--- config.mk ---
export PLATFORM = sky130hd
export DESIGN_NAME = control_sequencer
export DESIGN_NICKNAME = d
export VERILOG_FILES = /design/src/rtl/sap_pkg.sv /design/src/rtl/step_counter.sv /design/src/rtl/control_sequencer.sv
export SDC_FILE = /design/constraint.sdc
export NUM_CORES = 1
export LEC_CHECK = 0
export CAP_MARGIN = 20
export CORE_MARGIN = 5
export CORE_UTILIZATION = 25
export CTS_CLUSTER_SIZE = 20
export DETAILED_ROUTE_END_ITERATION = 6
export PLACE_DENSITY = 0.62
export SLEW_MARGIN = 20
export SYNTH_ARGS = -nofsm -noshare
export SYNTH_HDL_FRONTEND = slang
export SYNTH_SLANG_ARGS = --single-unit
--- constraint.sdc ---
create_clock -name clk -period 5.4 [get_ports clk]
set_input_delay 1.08 -clock clk [delete_from_list [all_inputs] [get_ports clk]]
set_output_delay 1.08 -clock clk [all_outputs]
set_load 0.005 [all_outputs]
--- src/rtl/sap_pkg.sv ---
`default_nettype none
// ============================================================================
// Module      : sap_pkg
// Description : Shared opcodes, T-state encodings and control-word layout for
//               the SAP CPU control sequencer.
// Revision    : 1.0 - initial release
// ============================================================================
package sap_pkg;

    localparam logic [3:0] OP_NOP = 4'h0;
    localparam logic [3:0] OP_LDA = 4'h1;
    localparam logic [3:0] OP_ADD = 4'h2;
    localparam logic [3:0] OP_SUB = 4'h3;
    localparam logic [3:0] OP_STA = 4'h4;
    localparam logic [3:0] OP_LDI = 4'h5;
    localparam logic [3:0] OP_JMP = 4'h6;
    localparam logic [3:0] OP_JC  = 4'h7;
    localparam logic [3:0] OP_JZ  = 4'h8;
    localparam logic [3:0] OP_OUT = 4'hE;
    localparam logic [3:0] OP_HLT = 4'hF;

    localparam logic [2:0] T0 = 3'd0;
    localparam logic [2:0] T1 = 3'd1;
    localparam logic [2:0] T2 = 3'd2;
    localparam logic [2:0] T3 = 3'd3;
    localparam logic [2:0] T4 = 3'd4;

    localparam int CW_WIDTH = 16;
    localparam int CW_HLT   = 15;
    localparam int CW_MI    = 14;
    localparam int CW_RI    = 13;
    localparam int CW_RO    = 12;
    localparam int CW_IO    = 11;
    localparam int CW_II    = 10;
    localparam int CW_AI    = 9;
    localparam int CW_AO    = 8;
    localparam int CW_EO    = 7;
    localparam int CW_SU    = 6;
    localparam int CW_BI    = 5;
    localparam int CW_OI    = 4;
    localparam int CW_CE    = 3;
    localparam int CW_CO    = 2;
    localparam int CW_J     = 1;
    localparam int CW_FI    = 0;

    // All _n strobes high, hlt/su/ce low.
    localparam logic [CW_WIDTH-1:0] CW_INACTIVE = 16'h7FB7;

    // One-hot "asserted" mask for a control bit; XOR with CW_INACTIVE gives
    // the physical polarity.
    function automatic logic [CW_WIDTH-1:0] cw_bit(input int idx);
        return CW_WIDTH'(1) << idx;
    endfunction

endpackage
`default_nettype wire

--- src/rtl/step_counter.sv ---
`default_nettype none
// ============================================================================
// Module      : step_counter
// Description : T-state counter with enable, early-wrap request and
//               MAX_STEPS rollover.
// Revision    : 1.0 - initial release
// ============================================================================
module step_counter #(
    parameter int MAX_STEPS = 5,
    parameter int WIDTH     = 3
) (
    input  logic             clk,
    input  logic             reset,
    input  logic             en,
    input  logic             wrap,
    output logic [WIDTH-1:0] step
);

    localparam logic [WIDTH-1:0] c_last = WIDTH'(MAX_STEPS - 1);

    logic [WIDTH-1:0] r_step;

    always_ff @(posedge clk) begin
        if (reset) begin
            r_step <= '0;
        end else if (en) begin
            if (wrap || (r_step == c_last)) begin
                r_step <= '0;
            end else begin
                r_step <= r_step + WIDTH'(1);
            end
        end
    end

    assign step = r_step;

endmodule
`default_nettype wire

--- src/rtl/control_sequencer.sv ---
`default_nettype none
// ============================================================================
// Module      : control_sequencer
// Description : Microcoded control unit for the 8-bit SAP CPU: steps T-states,
//               decodes the opcode and drives all datapath strobes.
// Revision    : 1.0 - initial release
// ============================================================================
module control_sequencer
    import sap_pkg::*;
#(
    parameter int MAX_STEPS = 5,
    parameter bit EARLY_END = 1'b1
) (
    input  logic       clk,
    input  logic       reset,
    input  logic [3:0] opcode,
    input  logic [1:0] flags,
    output logic       hlt,
    output logic       mi_n,
    output logic       ri_n,
    output logic       ro_n,
    output logic       io_n,
    output logic       ii_n,
    output logic       ai_n,
    output logic       ao_n,
    output logic       eo_n,
    output logic       su,
    output logic       bi_n,
    output logic       oi_n,
    output logic       ce,
    output logic       co_n,
    output logic       j_n,
    output logic       fi_n,
    output logic [2:0] step
);

    logic                r_halted;
    logic [2:0]          w_step;
    logic [2:0]          w_last_step;
    logic [CW_WIDTH-1:0] w_active;
    logic [CW_WIDTH-1:0] w_cw;
    logic                w_halt_set;
    logic                w_en;
    logic                w_wrap;

    step_counter #(
        .MAX_STEPS (MAX_STEPS),
        .WIDTH     (3)
    ) u_step_counter (
        .clk   (clk),
        .reset (reset),
        .en    (w_en),
        .wrap  (w_wrap),
        .step  (w_step)
    );

    assign w_halt_set = !r_halted && (w_step == T2) && (opcode == OP_HLT);
    assign w_en       = !r_halted && !w_halt_set;
    assign w_wrap     = EARLY_END && (w_step == w_last_step);

    always_ff @(posedge clk) begin
        if (reset) begin
            r_halted <= 1'b0;
        end else if (w_halt_set) begin
            r_halted <= 1'b1;
        end
    end

    // Last active step per opcode; a not-taken conditional jump still ends at T2.
    always_comb begin
        w_last_step = T1;
        case (opcode)
            OP_LDA, OP_STA:                             w_last_step = T3;
            OP_ADD, OP_SUB:                             w_last_step = T4;
            OP_LDI, OP_JMP, OP_JC, OP_JZ, OP_OUT, OP_HLT: w_last_step = T2;
            default:                                    w_last_step = T1;
        endcase
    end

    always_comb begin
        w_active = '0;
        if (r_halted) begin
            w_active = cw_bit(CW_HLT);
        end else if (w_step == T0) begin
            w_active = cw_bit(CW_CO) | cw_bit(CW_MI);
        end else if (w_step == T1) begin
            w_active = cw_bit(CW_RO) | cw_bit(CW_II) | cw_bit(CW_CE);
        end else begin
            case ({opcode, w_step})
                {OP_LDA, T2}, {OP_ADD, T2}, {OP_SUB, T2}, {OP_STA, T2}:
                    w_active = cw_bit(CW_IO) | cw_bit(CW_MI);
                {OP_LDA, T3}: w_active = cw_bit(CW_RO) | cw_bit(CW_AI);
                {OP_ADD, T3}, {OP_SUB, T3}:
                    w_active = cw_bit(CW_RO) | cw_bit(CW_BI);
                {OP_ADD, T4}: w_active = cw_bit(CW_EO) | cw_bit(CW_AI) | cw_bit(CW_FI);
                {OP_SUB, T4}: w_active = cw_bit(CW_EO) | cw_bit(CW_AI) | cw_bit(CW_FI)
                                       | cw_bit(CW_SU);
                {OP_STA, T3}: w_active = cw_bit(CW_AO) | cw_bit(CW_RI);
                {OP_LDI, T2}: w_active = cw_bit(CW_IO) | cw_bit(CW_AI);
                {OP_JMP, T2}: w_active = cw_bit(CW_IO) | cw_bit(CW_J);
                {OP_JC, T2}:  w_active = flags[0] ? (cw_bit(CW_IO) | cw_bit(CW_J)) : '0;
                {OP_JZ, T2}:  w_active = flags[1] ? (cw_bit(CW_IO) | cw_bit(CW_J)) : '0;
                {OP_OUT, T2}: w_active = cw_bit(CW_AO) | cw_bit(CW_OI);
                {OP_HLT, T2}: w_active = cw_bit(CW_HLT);
                default:      w_active = '0;
            endcase
        end
    end

    // Reset gates the strobes immediately, not just from the next edge.
    assign w_cw = reset ? CW_INACTIVE : (CW_INACTIVE ^ w_active);

    assign hlt  = w_cw[CW_HLT];
    assign mi_n = w_cw[CW_MI];
    assign ri_n = w_cw[CW_RI];
    assign ro_n = w_cw[CW_RO];
    assign io_n = w_cw[CW_IO];
    assign ii_n = w_cw[CW_II];
    assign ai_n = w_cw[CW_AI];
    assign ao_n = w_cw[CW_AO];
    assign eo_n = w_cw[CW_EO];
    assign su   = w_cw[CW_SU];
    assign bi_n = w_cw[CW_BI];
    assign oi_n = w_cw[CW_OI];
    assign ce   = w_cw[CW_CE];
    assign co_n = w_cw[CW_CO];
    assign j_n  = w_cw[CW_J];
    assign fi_n = w_cw[CW_FI];
    assign step = w_step;

endmodule
`default_nettype wire

; Yosys cells after proc, flatten, opt, wreduce, memory -nomap -nowiden
; Memory sizes are Yosys's and may differ from the RTL's.
; Cells that the tools add are included.
[op_classes]
addsub = 1
n_eq_ne = 21
mux = 8
bitwise = 1
n_reduce_logical = 9
[op_table]
columns = operator, count
row1 = one-hot mux 16 bit (12 select lines), 1
row2 = two-way mux 16 bit, 4
row3 = == test 7 x 5 -> 1 bit (second input constant), 6
row4 = == test 7 x 6 -> 1 bit (second input constant), 5
row5 = two-way mux 12 bit, 2
row6 = == test 7 bit (second input constant), 3
row7 = == test 7 x 4 -> 1 bit (second input constant), 2
row8 = NOT 13 bit, 1
row9 = == test 4 bit (second input constant), 1
row10 = OR reduction 4 bit, 1
row11 = adder 3 x 1 -> 3 bit (second input constant), 1
row12 = == test 3 x 1 -> 1 bit (second input constant), 1
row13 = == test 3 x 2 -> 1 bit (second input constant), 1
row14 = == test 3 bit, 1
row15 = == test 3 bit (second input constant), 1
row16 = logical AND 1 bit, 3
row17 = logical NOT 3 bit, 1
row18 = two-way mux 3 bit, 1
row19 = logical NOT 1 bit, 2
row20 = OR reduction 2 bit, 1
row21 = logical OR 1 bit, 1
[word_totals]
ff_bits = 4
mem_bits_ro = 48
in_bits = 8
out_inout_bits = 19
wordCells = 43
mem_count = 1
[mem_list]
columns = memory, depth, width, read_ports, rd_clocked_by_memory_dff, write_ports, line_no
row1 = (no name shown), 16, 3, 1, 0, 0, control_sequencer.sv:72  ; case (opcode)

; Logic depth before layout (Yosys ltp)
; Gate-level depths: netlist of the first run.
[depth]
depth_word = 8
ltp_mapped = 7
depth_no_buf = 7

; Modules after synthesis
; Synthesis of the first run repeated with hierarchy kept, for this count alone.
[unflattened]
cells_unflattened = 108
hier_area_um2 = 764.5
[by_module_without_submodules]
columns = mod, n_inst, cells_per_inst, area_per_inst_um2, seq_area_each_um2
row1 = control_sequencer, 1, 89, 585.6, 20.0
row2 = step_counter, 1, 19, 178.9, 60.1

; Worst setup path before layout of the first run
; No wires, ideal clock.
[synth_path]
path_type = input to output
from = in opcode[2]
to = out j_n
t_arrival_ns = 2.025
required_time_ns = 4.320
setup_slack_ns = 2.295
stages = 5
path_buffers = 0
cell_sequence = or4b_4 o21ai_1 o21ai_1 a21boi_1 nand3_1
[synth_between]
elab_chain_len = 8
word_cells_on_any_way = 24
classes_between = 16 x eq/ne / 5 x mux / 1 x bitwise / 2 x reduce/logical
[synth_lines]
columns = item, line_no
row1 = from (decl), control_sequencer.sv:16  ; input logic [3:0] opcode,
row2 = "== test 7 x 4 -> 1 bit, or another cell as far along", control_sequencer.sv:89  ; case ({opcode, w_step})
row3 = OR reduction 4 bit or OR reduction 2 bit (tied branches), control_sequencer.sv:89
row4 = one-hot mux 16 bit (12 select lines) (*), control_sequencer.sv:89
row5 = two-way mux 16 bit (*), control_sequencer.sv:86  ; end else if (w_step == T1) begin
row6 = two-way mux 16 bit (*), control_sequencer.sv:84  ; end else if (w_step == T0) begin
row7 = two-way mux 16 bit (*), control_sequencer.sv:82  ; if (r_halted) begin
row8 = NOT 13 bit (no line) (*), -
row9 = two-way mux 16 bit (*), control_sequencer.sv:111  ; assign w_cw = reset ? CW_INACTIVE : (CW_INACTIVE ^ w_active);
row10 = to (decl), control_sequencer.sv:32  ; output logic j_n,
; Every way passes the cells marked *; elsewhere a longest branch is shown, timed or not.

; Worst setup path in the final report of the first run
[layout_path]
from = in opcode[3]
to = out j_n
; Same word-level chain as after synthesis.

==> results.sh, run 1 <==
export IMPL_clkSlewWorstSetupHoldPaths_ns=0.04
export IMPL_synth_area_top_cells="sky130_fd_sc_hd__dfxtp_1 11%, sky130_fd_sc_hd__ha_1 6.8%, sky130_fd_sc_hd__nand2_1 6.1%"
export IMPL_worst_r2r_cell_count=6
export IMPL_via_count=861
export IMPL_finish_net_count=139
export IMPL_critPathBufInv=2
export IMPL_path_max_fanout=21
export IMPL_die_width_um=64.4
export IMPL_route_detailed_vias_per_inst=5.52
export IMPL_yosys_warnings=0
export IMPL_fp_dieH_um=64.4
export IMPL_numCtsBuffers=3
export IMPL_clock_net_sink_count=4
export IMPL_start_util_pct=26.4
export IMPL_yosysSeqAreaShare_pct=10.8
export IMPL_timing_rr_end="u_step_counter.step[2]"
export IMPL_critPathSlowestCell="sky130_fd_sc_hd__clkdlybuf4s50_1"
export IMPL_ctsHtreeMaxLevel=1
export IMPL_core_area_um2=2810
export IMPL_final_setup_tns_ns=0
export IMPL_drt_first_pass_iters=4
export IMPL_p_int_w=0.000136
export IMPL_synth_top_area_share_pct=10.8
export IMPL_wl_um=2120
export IMPL_syn_nets=117
export IMPL_hold_path_startpoint="u_step_counter.step[1]"
export IMPL_post_synth_inst_count=105
export IMPL_final_core_util_pct=35.9
export IMPL_timing_clock_skew_ns=0.00172
export IMPL_sw_frac_of_total_pct=43.1
export IMPL_crit_reg2reg_launch="u_step_counter.step[0]"
export IMPL_timing_fmax_ghz=0.222
export IMPL_post_cts_repair_setup_buffers=0
export IMPL_synth_async_sr_flop_share_pct=0
export IMPL_tritoncts="yes"
export IMPL_placement_io_buffers=26
export IMPL_cts_repair_resize_count=0
export IMPL_ys_seq_elements=4
export IMPL_critical_path_cell_chain="clkdlybuf4s50_1 > or4b_4 > o21ai_1 > o21ai_1 > a21boi_1 > nand3_1 > clkdlybuf4s50_1"
export IMPL_min_period_ns=4.51
export IMPL_maxCapViolCount=0
export IMPL_reg2reg_setup_slack_ns=3.32
export IMPL_share_seq_of_total_power_pct=23.0
export IMPL_critPathCaptureType="output port"
export IMPL_timing_critical_path_depth=7
export IMPL_final_antenna_violating_net_count=0
export IMPL_finalHoldViolCount=0
export IMPL_flow_area_growth_from_synthesis_pct=36.0
export IMPL_finalSetupViolCount=0
export IMPL_initialDrtViolationCount=60
export IMPL_ctsHoldBuffers=0
export IMPL_synth_edff_count=0
export IMPL_rsz0062_at_grt="no"
export IMPL_critical_path_startpoint="opcode[3]"
export IMPL_track_usage_pct=10.2
export IMPL_hold_end="u_step_counter.step[1]"
export IMPL_holdPathStages=2
export IMPL_outcome="finished, final reports clean"
export IMPL_number_of_slew_limit_violations_in_the_final_report=0
export IMPL_clock_insertion_delay_worst_skew_ns=0.23
export IMPL_grt_antenna_before_repair=0
export IMPL_post_dp_hpwl_um=1650
export IMPL_slowest_delay_ns=0.87
export IMPL_wirelength_per_cell_um=13.6
export IMPL_power_combinational_fraction_pct=61.7
export IMPL_maxSlewHeadroom_pct=58.5
export IMPL_wire_length_of_the_first_global_routing_pass_um=3490
export IMPL_p_sw_w=0.000103
export IMPL_max_slew_worst_pin_slew_ns=0.620
export IMPL_floorplan_io_pins=27
export IMPL_setup_worst_path_class="primary input to output port"
export IMPL_critPathTopFamily="buffers and inverters"
export IMPL_cellLeakagePower_nw=0.384
export IMPL_worst_ep_arrival_time_ns=3.43
export IMPL_clk_root_buffer_cell="sky130_fd_sc_hd__clkbuf_4"
export IMPL_start_kind="primary input"
export IMPL_ys_top_cells_by_count="12 x sky130_fd_sc_hd__nand2_1, 7 x sky130_fd_sc_hd__nor2_1, 5 x sky130_fd_sc_hd__inv_1, 5 x sky130_fd_sc_hd__o21ai_0"
export IMPL_timing_final_ws_setup_ns=0.889
export IMPL_global_route_overflow_total=0
export IMPL_synth_lib_cells_used_distinct=44
export IMPL_synth_ff_type="sky130_fd_sc_hd__dfxtp_1"
export IMPL_cts_max_path_buffers=2
export IMPL_detail_route_drc_violations=0
export IMPL_post_synth_top_count_cell="sky130_fd_sc_hd__nand2_1"
export IMPL_syn_cell_area_um2=739
export IMPL_hold_path_class="flip-flop to flip-flop"
export IMPL_routabilityCongestion=0.771
export IMPL_yosys_area_top_type="sky130_fd_sc_hd__dfxtp_1"
export IMPL_finalCritPeriodShare_pct=83.5
export IMPL_rows=19
export IMPL_critical_path_required_ns=4.32
export IMPL_die_area_um2=4150
export IMPL_total_power_per_unit_cell_area_nw_per_um2=237
export IMPL_largest_net_degree_at_the_start_of_global_routing=22
export IMPL_maximum_vdd_ir_drop_mv=0.172
export IMPL_vias_in_the_first_global_route=810
export IMPL_antennaDiodeCount=0
export IMPL_final_layout_size_suffix_gt1_share_pct=6.40
export IMPL_avgSynthCellArea_um2=7.04
export IMPL_place_ws_ns=0.907
export IMPL_power_clock_fraction_pct=15.3
==> cells in the final DEF, fill, tap and decap left out, drive strengths merged <==
cell	count
o21ai	9
nand2	12
nor2b	4
o221ai	1
mux2i	2
nor4	3
o21bai	2
o211ai	1
and3	3
a21oi	3
ha	4
nand4	4
a221oi	1
and3b	3
dfxtp	4
nor3	4
and2	3
and4b	2
xor2	1
a41oi	1
xnor2	1
a21boi	2
nor4b	2
nand4bb	1
a31oi	3
inv	5
o41ai	1
clkbuf	3
or4	1
or4b	1
o32ai	1
nand2b	1
clkdlybuf4s50	26
nand3b	1
nor2	7
nand3	2
==> kinds of logic (layout without fill, tap and decap cells) <==
kind of cell             count (synthesis)  count (layout)  share of synthesized area [%]
buffers and inverters                   14              34                           9.98
multiplexers                             2               2                           2.71
adder cells (fa/ha/maj)                  4               4                           6.77
AO/OA/AOI/OAI                           25              25                           23.4
flip-flops                               4               4                           10.8
AND/OR/NAND/NOR                         54              54                           44.0
XOR/XNOR                                 2               2                           2.37
==> worst max-delay path by stage <==
stage / slack [ns] / to
2_1_floorplan: 2.30 / j_n
3_3_place_gp: 0.96 / j_n
3_5_place_dp: 0.91 / j_n
4_1_cts: 0.89 / j_n
5_1_grt: 0.78 / j_n
6_report: 0.89 / j_n
==> worst reg2reg max path, cell delays in order, from the launching register on <==
cell and delay [ns]:
sky130_fd_sc_hd__dfxtp_1 0.49, sky130_fd_sc_hd__inv_1 0.14, sky130_fd_sc_hd__ha_1 0.25, sky130_fd_sc_hd__nor2b_1 0.19, sky130_fd_sc_hd__a41oi_1 0.47, sky130_fd_sc_hd__nand2_1 0.11, sky130_fd_sc_hd__a221oi_1 0.32
==> registers in the layout, summed over array words and instances, names as in the netlist <==
| register | count |
|---|---|
| u_step_counter.step | 3 |
| r_halted | 1 |
==> cell type report <==
class	count	area, µm²
Multi-Input combinational cell	87	586
Clock buffer	3	22.5
Tap cell	31	38.8
Fill cell	304	1800
Timing Repair Buffer	26	260
Inverter	5	18.8
Sequential cell	4	80.1
==> through the flow <==
stage	total power, W	cell area [µm²]	cells	hold WS, ns
after detailed placement	0.000202	983	153	0.613
after global routing	0.000261	1010	156	0.657
after floorplan	0.000145	739	105	0.552
after global placement	0.000199	983	153	0.597
after CTS	0.000241	1010	156	0.624
final	0.000239	1010	156	0.615
==> power by group through the flow <==
stage                     combinational, W   clock, W  sequential, W
final                             0.000147  0.0000365      0.0000549
after global routing              0.000163  0.0000420      0.0000569
after CTS                         0.000147  0.0000388      0.0000549
after detailed placement          0.000147          0      0.0000553
after global placement            0.000145          0      0.0000542
after floorplan                  0.0000955          0      0.0000497
==> routing by layer <==
metal	track usage [%]	vias up	share of wire, %	routed length (µm)
met3	2.28	4	7.1	151
met2	17.5	32	48	1010
met1	11.9	393	44	928
met5	0	-	0	0
met4	5.01	0	1.1	23
li1	-	432	-	-
Power figures use the tool's default switching activity.
==> run 2, diff against run 1 <==
Settings changed: PLACE_DENSITY 0.62 to 0.64.
Clock period 5.4 ns to 3.6 ns, I/O delays scaled along.
==> results.sh, run 2 (synthesis gave the netlist of run 1 again) <==
export IMPL_setup_worst_path_class="primary input to output port"
export IMPL_fp_dieH_um=64.4
export IMPL_grt_antenna_before_repair=0
export IMPL_wl_um=2220
export IMPL_die_area_um2=4150
export IMPL_core_area_um2=2810
export IMPL_power_clock_fraction_pct=14.8
export IMPL_final_layout_size_suffix_gt1_share_pct=12.1
export IMPL_initialDrtViolationCount=51
export IMPL_route_detailed_vias_per_inst=5.44
export IMPL_global_route_overflow_total=0
export IMPL_track_usage_pct=11.0
export IMPL_mostFrequentLayoutCell="sky130_fd_sc_hd__clkdlybuf4s50_1"
export IMPL_flow_area_growth_from_synthesis_pct=45.2
export IMPL_power_combinational_fraction_pct=63.4
export IMPL_critPathSlowestCell="sky130_fd_sc_hd__clkdlybuf4s50_1"
export IMPL_worst_ep_arrival_time_ns=2.68
export IMPL_drt_first_pass_iters=4
export IMPL_timing_final_ws_setup_ns=0.200
export IMPL_sw_frac_of_total_pct=42.3
export IMPL_wire_length_of_the_first_global_routing_pass_um=3830
export IMPL_start_kind="primary input"
export IMPL_worst_r2r_cell_count=6
export IMPL_rsz0062_at_grt="no"
export IMPL_maxCapViolCount=0
export IMPL_finalHoldWorstSlack_ns=0.611
export IMPL_tritoncts="yes"
export IMPL_finalInstanceArea_um2=1070
export IMPL_fill_cells=311
export IMPL_post_dp_hpwl_um=1750
export IMPL_path_common_cell="sky130_fd_sc_hd__clkdlybuf4s50_1"
export IMPL_holdPathStages=2
export IMPL_number_of_slew_limit_violations_in_the_final_report=0
export IMPL_finalHoldViolCount=0
export IMPL_place_ws_ns=0.183
export IMPL_maxSlewHeadroom_pct=69.1
export IMPL_start_util_pct=26.4
export IMPL_total_power_per_unit_cell_area_nw_per_um2=345
export IMPL_min_period_ns=3.40
export IMPL_finalCritPeriodShare_pct=94.5
export IMPL_ctsHoldBuffers=0
export IMPL_floorplan_io_pins=27
export IMPL_finish_net_count=146
export IMPL_clock_net_sink_count=4
export IMPL_final_antenna_violating_net_count=0
export IMPL_share_seq_of_total_power_pct=21.8
export IMPL_max_slew_worst_pin_slew_ns=0.458
export IMPL_post_cts_repair_setup_buffers=0
export IMPL_outcome="finished, final reports clean"
export IMPL_routabilityCongestion=0.767
export IMPL_slowest_delay_ns=0.51
export IMPL_path_max_fanout=16
export IMPL_timing_fmax_ghz=0.294
export IMPL_placed_area_um2=1050
export IMPL_cellLeakagePower_nw=0.423
export IMPL_antennaDiodeCount=0
export IMPL_clk_root_buffer_cell="sky130_fd_sc_hd__clkbuf_4"
export IMPL_p_int_w=0.000213
export IMPL_ctsHtreeMaxLevel=1
export IMPL_largest_net_degree_at_the_start_of_global_routing=21
export IMPL_layout_cells_most_common_list="26 x sky130_fd_sc_hd__clkdlybuf4s50_1, 12 x sky130_fd_sc_hd__nand2_1, 6 x sky130_fd_sc_hd__nor2_1, 6 x sky130_fd_sc_hd__buf_4"
export IMPL_critical_path_cell_chain="clkdlybuf4s50_1 > buf_4 > nor2_1 > and3b_1 > nor4_1 > a21boi_1 > o21ai_1 > clkdlybuf4s50_1"
export IMPL_p_sw_w=0.000157
export IMPL_placement_io_buffers=26
export IMPL_finalSetupViolCount=0
export IMPL_cts_max_path_buffers=2
export IMPL_clock_insertion_delay_worst_skew_ns=0.23
export IMPL_clkSlewWorstSetupHoldPaths_ns=0.03
export IMPL_maximum_vdd_ir_drop_mv=0.224
export IMPL_detail_route_drc_violations=0
export IMPL_flip_flop_count_of_the_largest_register_all_copies_and_words_added=3
export IMPL_final_setup_tns_ns=0
export IMPL_rows=19
export IMPL_numCtsBuffers=3
export IMPL_wirelength_per_cell_um=13.6
export IMPL_via_count=886
export IMPL_vias_in_the_first_global_route=831
export IMPL_critical_path_required_ns=2.88
export IMPL_timing_clock_skew_ns=0.00320
export IMPL_critPathCaptureType="output port"
export IMPL_die_width_um=64.4
export IMPL_final_core_util_pct=38.3
export IMPL_hold_path_class="flip-flop to flip-flop"
-- run 2: power by group through the flow --
stage                clock, W  combinational [W]  sequential, W
finish              0.0000547           0.000234      0.0000808
CTS                 0.0000594           0.000235      0.0000810
detailed placement          0           0.000234      0.0000813
floorplan                   0           0.000143      0.0000746
global route        0.0000590           0.000265      0.0000848
global placement            0           0.000228      0.0000807
-- run 2: metrics by stage --
stage	std cells	power (W)
after floorplan	105	0.000218
after global placement	160	0.000309
after detailed placement	160	0.000316
after CTS	163	0.000376
after global routing	163	0.000409
final	163	0.000370
-- run 2: cell type report --
class	count	area [µm²]	share of cell area, %
Multi-Input combinational cell	87	588	54.8
Clock buffer	3	22.5	2.10
Inverter	5	18.8	1.75
Sequential cell	4	80.1	7.46
Tap cell	31	38.8	3.61
Timing Repair Buffer	33	325	30.3
-- run 2: final timing paths --
check / slack, ns / endpoint / from
min reg2reg: 0.61 / u_step_counter.step[1] / u_step_counter.step[1]
max: 0.20 / ai_n / opcode[2]
min: 0.61 / u_step_counter.step[1] / u_step_counter.step[1]
max reg2reg: 1.56 / u_step_counter.step[2] / u_step_counter.step[0]
-- run 2: metal layers --
metal,routed length [µm],up-vias,global-route usage (%)
met1,1030,410,14.5
met4,0,0,2.64
met5,0,-,0
met3,152,0,1.93
met2,1040,34,18.6
li1,-,442,-
-- run 2: worst max-delay path, delay by kind of cell --
kind	cells	cell delay [ns]
AOI/OAI and AO/OA	2	0.20
buffers and inverters	3	1.18
and+or+nand+nor	3	0.56
-- run 2: timing repair --
action / in CTS / in global routing
hold endpoints to repair: 0 / 0
gates resized for setup: 0 / 1
setup endpoints to repair: 0 / 2
